==> config.mk <==
export PLATFORM = sky130hd
export DESIGN_NAME = ctrl_pipe
export DESIGN_NICKNAME = d
export VERILOG_FILES = /design/src/rtl/ctrl_pipe.sv
export SDC_FILE = /design/constraint.sdc
export NUM_CORES = 1
export LEC_CHECK = 0
export ABC_AREA = 1
export CORE_UTILIZATION = 42
export DETAILED_ROUTE_END_ITERATION = 16
export GPL_ROUTABILITY_DRIVEN = 0
export GPL_TIMING_DRIVEN = 0
export HOLD_SLACK_MARGIN = 0.15
export PLACE_DENSITY = 0.77
export SYNTH_ARGS = -nofsm -noshare
export SYNTH_HDL_FRONTEND = slang
export SYNTH_SLANG_ARGS = --single-unit
==> constraint.sdc <==
create_clock -name clk -period 0.8 [get_ports clk]
set_input_delay 0.08 -clock clk [delete_from_list [all_inputs] [get_ports clk]]
set_output_delay 0.08 -clock clk [all_outputs]
set_load 0.01 [all_outputs]
==> src/rtl/ctrl_pipe.sv <==
`default_nettype none
// ============================================================================
// Module   : ctrl_pipe
// Purpose  : Carries the decoded control word through the EX, MEM and WB stages.
// Revision : 1.0
// ============================================================================
module ctrl_pipe #(
  parameter int SIZE_W     = 2,
  parameter int MEM_STAGES = 1
) (
  input  logic              clk,
  input  logic              rst,
  input  logic [8+SIZE_W-1:0] id_signals,
  input  logic              id_valid,
  input  logic              stall,
  input  logic              flush,
  output logic              ex_valid,
  output logic              ex_RegDst,
  output logic              ex_ALUsrc,
  output logic              ex_MemRead,
  output logic              ex_Branch,
  output logic              ex_Jump,
  output logic              mem_valid,
  output logic              mem_MemRead,
  output logic              mem_MemWrite,
  output logic [SIZE_W-1:0] mem_size,
  output logic              wb_valid,
  output logic              wb_RegWrite,
  output logic              wb_MemToReg
);

  localparam int CW           = 8 + SIZE_W;
  localparam int BIT_REGDST   = CW - 1;
  localparam int BIT_ALUSRC   = CW - 2;
  localparam int BIT_REGWRITE = CW - 3;
  localparam int BIT_MEMREAD  = CW - 4;
  localparam int BIT_MEMWRITE = CW - 5;
  localparam int BIT_MEMTOREG = CW - 6;
  localparam int BIT_BRANCH   = CW - 7;
  localparam int BIT_JUMP     = CW - 8;
  localparam int MW           = 5 + SIZE_W;
  localparam int TAIL_N       = (MEM_STAGES > 1) ? MEM_STAGES - 1 : 1;

  logic          ex_valid_q, ex_valid_d;
  logic [CW-1:0] ex_word_q, ex_word_d;
  // MEM1 layout: {valid, RegWrite, MemToReg, MemRead, MemWrite, size}
  logic [MW-1:0] mem1_q, mem1_d;
  // WB and MEM tail layout: {valid, RegWrite, MemToReg}
  logic [2:0]    wb_q, wb_d;

  always_comb begin
    ex_valid_d = ex_valid_q;
    ex_word_d  = ex_word_q;
    if (flush) begin
      ex_valid_d = 1'b0;
      ex_word_d  = '0;
    end else if (!stall) begin
      ex_valid_d = id_valid;
      ex_word_d  = id_valid ? id_signals : '0;
    end
  end

  always_comb begin
    mem1_d = {ex_valid_q, ex_word_q[BIT_REGWRITE], ex_word_q[BIT_MEMTOREG],
              ex_word_q[BIT_MEMREAD], ex_word_q[BIT_MEMWRITE], ex_word_q[SIZE_W-1:0]};
    if (stall && !flush) begin
      mem1_d = '0;
    end
  end

  always_ff @(posedge clk or posedge rst) begin
    if (rst) begin
      ex_valid_q <= 1'b0;
      ex_word_q  <= '0;
      mem1_q     <= '0;
      wb_q       <= '0;
    end else begin
      ex_valid_q <= ex_valid_d;
      ex_word_q  <= ex_word_d;
      mem1_q     <= mem1_d;
      wb_q       <= wb_d;
    end
  end

  generate
    if (MEM_STAGES == 1) begin : g_direct
      assign wb_d = mem1_q[MW-1 -: 3];
    end else begin : g_tail
      logic [2:0] tail_q [TAIL_N];
      always_ff @(posedge clk or posedge rst) begin
        if (rst) begin
          for (int i = 0; i < TAIL_N; i++) begin
            tail_q[i] <= '0;
          end
        end else begin
          tail_q[0] <= mem1_q[MW-1 -: 3];
          for (int i = 1; i < TAIL_N; i++) begin
            tail_q[i] <= tail_q[i-1];
          end
        end
      end
      assign wb_d = tail_q[TAIL_N-1];
    end
  endgenerate

  assign ex_valid     = ex_valid_q;
  assign ex_RegDst    = ex_word_q[BIT_REGDST];
  assign ex_ALUsrc    = ex_word_q[BIT_ALUSRC];
  assign ex_MemRead   = ex_word_q[BIT_MEMREAD];
  assign ex_Branch    = ex_word_q[BIT_BRANCH];
  assign ex_Jump      = ex_word_q[BIT_JUMP];

  assign mem_valid    = mem1_q[MW-1];
  assign mem_MemRead  = mem1_q[SIZE_W+1];
  assign mem_MemWrite = mem1_q[SIZE_W];
  assign mem_size     = mem1_q[SIZE_W-1:0];

  assign wb_valid     = wb_q[2];
  assign wb_RegWrite  = wb_q[1];
  assign wb_MemToReg  = wb_q[0];

endmodule
`default_nettype wire

# Word-level counts from Yosys, hierarchy flattened
# Cells that the tools add are included.
[word_totals] out_inout_bits=14 input_bits=15 ff_bits=21
[op_classes] mux=6 reduce_logical=2 eq_ne=1
[ops] cell="$mux 10" n=3
[ops] cell="$mux 7" n=1
[ops] cell="$mux 1" n=2
[ops] cell="$ne 2x1->1 const B" n=1
[ops] cell="$logic_and 1x1->1" n=1
[ops] cell="$logic_not 1->1" n=1

# Logic depth before layout (Yosys ltp)
# Gate-level depths: netlist of run 1.
[depth] depth_word=3 ltp_mapped=5 mapped_depth_nobuf=4

# Worst setup path before layout of run 1
# Ideal clock, no wire load.
[synth_timing] kind="register -> register" start="register, netlist name ex_word_q[6]" end="register ex_word_q[6]" setup_ns=0.117 path_buffers=0 path_slack_ns=0.166 arrival_time_ns=0.516 synth_period_minus_slack_ns=0.634 stages_incl_launch_ff=3 path_cell_list="dfrtp_1 -> nand2_1 -> nand2_1"
[synth_rtl] item="to (signal assigned)" line="79" source="ex_word_q <= ex_word_d;"
[synth_rtl] item="to (decl)" line="45" source="logic [CW-1:0] ex_word_q, ex_word_d;"

# Worst setup path after layout of run 1
[layout_timing] start="register ex_word_q[8]" end="output port ex_ALUsrc"
[layout_rtl] item="to (decl)" line="19" source="output logic ex_ALUsrc,"
# No word-level cell between the ends.

==> results of run 1 <==
-- worst paths after layout --
| check | from | to | slack, ns | cells after the start |
|---|---|---|---|---|
| min reg2reg | mem1_q[4] | wb_q[0] | 0.36 | 0 |
| max | ex_word_q[8] | ex_ALUsrc | -0.12 | 1 |
| min in group clk | stall | ex_word_q[1] | 0.20 | 5 |
| max in group asynchronous | rst | ex_valid | 0.40 | 2 |
| min | rst | wb_q[1] | 0.13 | 2 |
| max reg2reg | ex_word_q[6] | mem1_q[3] | 0.07 | 3 |
-- Yosys cell counts (all sizes together) --
library cell	count	area, sq um
buf	5	38.78
dfrtp	21	525.5
inv	9	33.78
nand2	23	86.33
nand3	10	50.05
nor2	9	41.29
-- stage by stage --
stage	area, sq um	util (%)
after floorplan	775.7	-
after global placement	1087	62.97
after detailed placement	1087	62.97
after CTS	1087	62.97
after global routing	1135	65.72
final	1135	65.72
-- power groups by stage --
stage / combinational, uW / sequential (uW) / clock, uW
3_5_place_dp: 244 / 1140 / 0
3_3_place_gp: 238 / 1140 / 0
4_1_cts: 240 / 1120 / 509
5_1_grt: 282 / 1120 / 555
6_report: 255 / 1120 / 500
2_1_floorplan: 86.0 / 1150 / 0
-- state kept, by name (all words and copies together), names as in the netlist --
name,cells
mem1_q,7
ex_word_q,10
ex_valid,1
wb_q,3
-- metal layers --
metal / track usage, % / share of wire, % / routed length (um)
met1: 21.32 / 42 / 646
met2: 27.83 / 52 / 796
met3: 4.800 / 5.3 / 82
met4: 5.455 / 1.4 / 21
met5: 0 / 0 / 0
-- placed cells by master, fill, tap and decap left out, drive strengths merged --
cell           count
clkbuf             3
buf               27
clkinv             1
nand2             23
clkinvlp           1
nand3             10
dfrtp             21
dlymetal6s2s       2
clkdlybuf4s50     12
inv                8
nor2               9
-- repair_timing --
action,in CTS,in global routing
setup endpoints to repair,24,53
buffers inserted,6,4
hold endpoints to repair,0,0
gates resized for setup,58,7
gates cloned,0,1
pin swaps,1,4
hold buffers,0,0
-- layout make-up --
class,instances,area (sq um),share of cell area (%)
Tap cell,25,31.28,2.756
Inverter,9,37.54,3.308
Multi-Input combinational cell,42,185.2,16.32
Timing Repair Buffer,38,300.3,26.46
Buffer,3,27.53,2.426
Clock buffer,3,22.52,1.985
Clock inverter,1,5.005,0.4410
Sequential cell,21,525.5,46.31
-- kinds of logic (layout without fill, tap and decap cells) --
| logic type | Yosys count | in the layout |
|---|---|---|
| and+or+nand+nor | 42 | 42 |
| DFF | 21 | 21 |
| buffers and inverters | 14 | 54 |
==> flow_summary.json, run 1 <==
{
  "status": "finished, violations left",
  "violations": "negative setup slack",
  "pwr-share-seq_pct": 59.7,
  "drtAntennaViolNets": 0,
  "setup_viol": 14,
  "synth_mux_area_share_pct": 0,
  "cp-end-kind": "output pin",
  "core_sq_um": 1727,
  "ir_worst_vdd_mv": 0.8638,
  "pin_count": 29,
  "yosysWarningCount": 0,
  "area_growth_pct": 46.29,
  "synth_compound_area_share_pct": 0,
  "cap_viol_max_count": 0,
  "drt-total-wl_mm": 1.545,
  "h-tree-depth": 1,
  "worstPathArrival_ns": 0.84,
  "drt_first_pass_iters": 4,
  "clkSinkCount": 21,
  "max_stage_delay_ns": 0.40,
  "numCtsBuffers": 3,
  "critPathSlowestCell": "dfrtp_1",
  "worst-setup-path-type": "reg -> out",
  "synthSimpleGateAreaFrac_pct": 22.90,
  "die_area_sq_um": 2023,
  "cp_top_family": "flip-flops",
  "cts_buffer_depth": 2,
  "critPathMaxFanout": 2,
  "sw_frac_of_total_pct": 23.81,
  "grt_pass1_wl_mm": 2.449,
  "drive_gt1_share_pct": 30.77,
  "insertion_delay_ns": 0.30,
  "io_buffers": 28,
  "path_cells": "buf_2",
  "dp_cells": 130,
  "netlist_area_sq_um": 775.7,
  "min_path_type": "in -> async",
  "syn_inst": 77,
  "finalHoldViolations": 0,
  "min_period_over_period_pct": 114.8,
  "intPower_uw": 1426,
  "overflow": 0,
  "ys_seq_area_share_pct": 67.74,
  "num_rows": 15,
  "syn_avg_cell_area_sq_um": 10.07,
  "holdWs_ns": 0.1268,
  "die_y_um": 44.98,
  "pwr_density_cell_nw_per_um2": 1649,
  "pwr-share-clk_pct": 26.7,
  "drt-initial-drc-count": 5,
  "maxSlewHeadroom_pct": 70.69,
  "wl_per_cell_um": 10.88,
  "clk_pin_slew_worst_paths_ns": 0.12,
  "period_needed_ns": 0.9180,
  "max_freq_ghz": 1.089,
  "dp_hpwl_um": 998.2,
  "final_cells": 142,
  "critPathBufInv": 1,
  "grt_pass1_vias": 587,
  "fin_tns_setup_ns": -1.381,
  "die_w_um": 44.98,
  "synth_xor_area_share_pct": 0,
  "dpl_worst_slack_ns": -0.3810,
  "drc": 0,
  "crit_required_ns": 0.72,
  "start_kind": "flip-flop",
  "synth_top_family_by_area": "simple AND/OR/NAND/NOR gates",
  "setup_ws_ns": -0.1180,
  "final_nets": 133,
  "synthDistinctLibCells": 9,
  "vias": 627,
  "power.leakage_uw": 0.0006439,
  "antenna_found_initial": 0,
  "grt_max_degree": 22,
  "fillerInstances": 164,
  "diodes": 0,
  "slew_violations": 0,
  "vias_per_cell": 4.415,
  "clock_skew_ns": 0.006182,
  "rsz0062_at_grt": "true",
  "syn_nets": 92,
  "p_comb_share_pct": 13.6,
  "floorplan.initialDensity_pct": 44.93,
  "track_usage_pct": 16.85,
  "ys_ff_latch": 21,
  "worstMarginPinSlew_ns": 0.4387,
  "synthAdderAreaFrac_pct": 0,
  "cts_tree": "built",
  "p_total_uw": 1871,
  "switchingPower_uw": 445.5,
  "clock-root-buffer": "clkbuf_4"
}
(Power assumes the default switching activity.)
==> run 2, diff against run 1 <==
RECOVER_POWER = 100   (was not set)
==> run 2 against run 1 <==
  * The run still ends with negative setup slack left
  * Hold slack improved by 0.079 ns
  * Cell count stayed put
  * Non-clock buffer count stayed put
  * Largest cell class unchanged
  * Sequential share of layout area unchanged
  * Utilization unchanged
  * First-iteration DRC count rose by 120%
==> flow_summary.json, run 2 (synthesis results as in run 1) <==
{
  "core_sq_um": 1727,
  "floorplan.initialDensity_pct": 44.93,
  "vias": 627,
  "grt_max_degree": 22,
  "fin_tns_setup_ns": -1.377,
  "worstPathArrival_ns": 0.84,
  "num_rows": 15,
  "die_y_um": 44.98,
  "regMostFlops": "ex_word_q",
  "pin_count": 29,
  "drive_gt1_share_pct": 30.77,
  "clock_skew_ns": 0.005875,
  "vias_per_cell": 4.415,
  "grt_pass1_vias": 587,
  "rsz0062_at_grt": "true",
  "grt_pass1_wl_mm": 2.449,
  "cts_tree": "built",
  "overflow": 0,
  "final_cells": 142,
  "critPathMaxFanout": 2,
  "cap_viol_max_count": 0,
  "numCtsBuffers": 3,
  "drc": 0,
  "dp_cells": 130,
  "area_growth_pct": 46.29,
  "violations": "negative setup slack",
  "cp-end-kind": "output pin",
  "critPathBufInv": 1,
  "finalHoldViolations": 0,
  "largestRegisters": "ex_word_q x10, mem1_q x7, wb_q x3",
  "dpl_worst_slack_ns": -0.3810,
  "max_freq_ghz": 1.089,
  "largest_reg_flops": 10,
  "dp_hpwl_um": 998.2,
  "worst-setup-path-type": "reg -> out",
  "io_buffers": 28,
  "diodes": 0,
  "clk_pin_slew_worst_paths_ns": 0.12,
  "regArea_sq_um": 525.5,
  "h-tree-depth": 1,
  "fillerInstances": 164,
  "min_path_type": "in -> reg",
  "die_w_um": 44.98,
  "final_nets": 133,
  "clock-root-buffer": "clkbuf_4",
  "drt_first_pass_iters": 4,
  "ir_worst_vdd_mv": 0.8630,
  "status": "finished, violations left",
  "critPathSlowestCell": "dfrtp_1",
  "start_kind": "flip-flop",
  "drt-total-wl_mm": 1.549,
  "worstMarginPinSlew_ns": 0.4394,
  "max_stage_delay_ns": 0.40,
  "min_period_over_period_pct": 114.7,
  "multi_input_area_sq_um": 185.2,
  "cts_buffer_depth": 2,
  "maxSlewHeadroom_pct": 70.64,
  "drt-initial-drc-count": 11,
  "period_needed_ns": 0.9179,
  "power.leakage_uw": 0.0006435,
  "cp_top_family": "flip-flops",
  "setup_ws_ns": -0.1179,
  "path_cells": "buf_2",
  "insertion_delay_ns": 0.30,
  "antenna_found_initial": 0,
  "wl_per_cell_um": 10.91,
  "final_cell_mix": "21 x nand2_1, 21 x dfrtp_1, 13 x buf_2",
  "slew_violations": 0,
  "die_area_sq_um": 2023,
  "clkSinkCount": 21,
  "drtAntennaViolNets": 0,
  "setup_viol": 14,
  "pwr_density_cell_nw_per_um2": 1648,
  "crit_required_ns": 0.72,
  "track_usage_pct": 16.85
}
run 2: repair_timing:
item,CTS,global route
endpoints found under the setup margin,24,53
buffers inserted,6,4
pin swaps,1,4
hold buffers,0,0
gates resized for setup,58,7
endpoints found under the hold margin,0,0
cloned,0,1
run 2: layout make-up:
| type | count | share of cell area, % |
|---|---|---|
| timing repair buffer | 38 | 26.46 |
| sequential | 21 | 46.31 |
| clock inverter | 1 | 0.4410 |
| multi-input combinational | 42 | 16.32 |
| tap | 25 | 2.756 |
| clock buffer | 3 | 1.985 |
| buffer | 3 | 2.426 |
| inverter | 9 | 3.308 |
run 2: report_power, final:
group / internal [uW] / leakage, uW / total [uW] / switching (uW)
combinational: 138 / 0.000339 / 254 / 116
sequential: 1100 / 0.000286 / 1120 / 15.8
clock: 186 / 0.0000177 / 500 / 314
total: 1420 / 0.000643 / 1870 / 446
run 2: final timing paths:
check,start,endpoint,slack (ns),cells after the start
worst min register to register,mem1_q[4],wb_q[0],0.36,0
worst min-delay path,stall,ex_word_q[1],0.21,5
min in group asynchronous,rst,wb_q[1],0.25,2
worst max-delay path,ex_word_q[8],ex_ALUsrc,-0.12,1
max in group asynchronous,rst,ex_word_q[9],0.28,2
worst max register to register,mem1_q[6],wb_q[2],0.08,2
run 2: layer usage:
layer  up-vias  track usage [%]  share of wire (%)  wire (um)
met1       289            21.32                 42        650
met5         -                0                  0          0
met3         4            4.800                5.2         81
li1        310                -                  -          -
met4         0            5.455                1.4         21
met2        24            27.83                 51        795
run 2: through the flow:
| step | area (sq um) | total power, uW | utilization (%) | hold WS, ns |
|---|---|---|---|---|
| global placement | 1087 | 1376 | 62.97 | 0.3331 |
| finish | 1135 | 1870 | 65.72 | 0.2053 |
| global route | 1135 | 1956 | 65.72 | 0.2327 |
| detailed placement | 1087 | 1383 | 62.97 | 0.3347 |
| CTS | 1087 | 1866 | 62.97 | 0.2350 |
| floorplan | 775.7 | 1235 | - | 0.05653 |
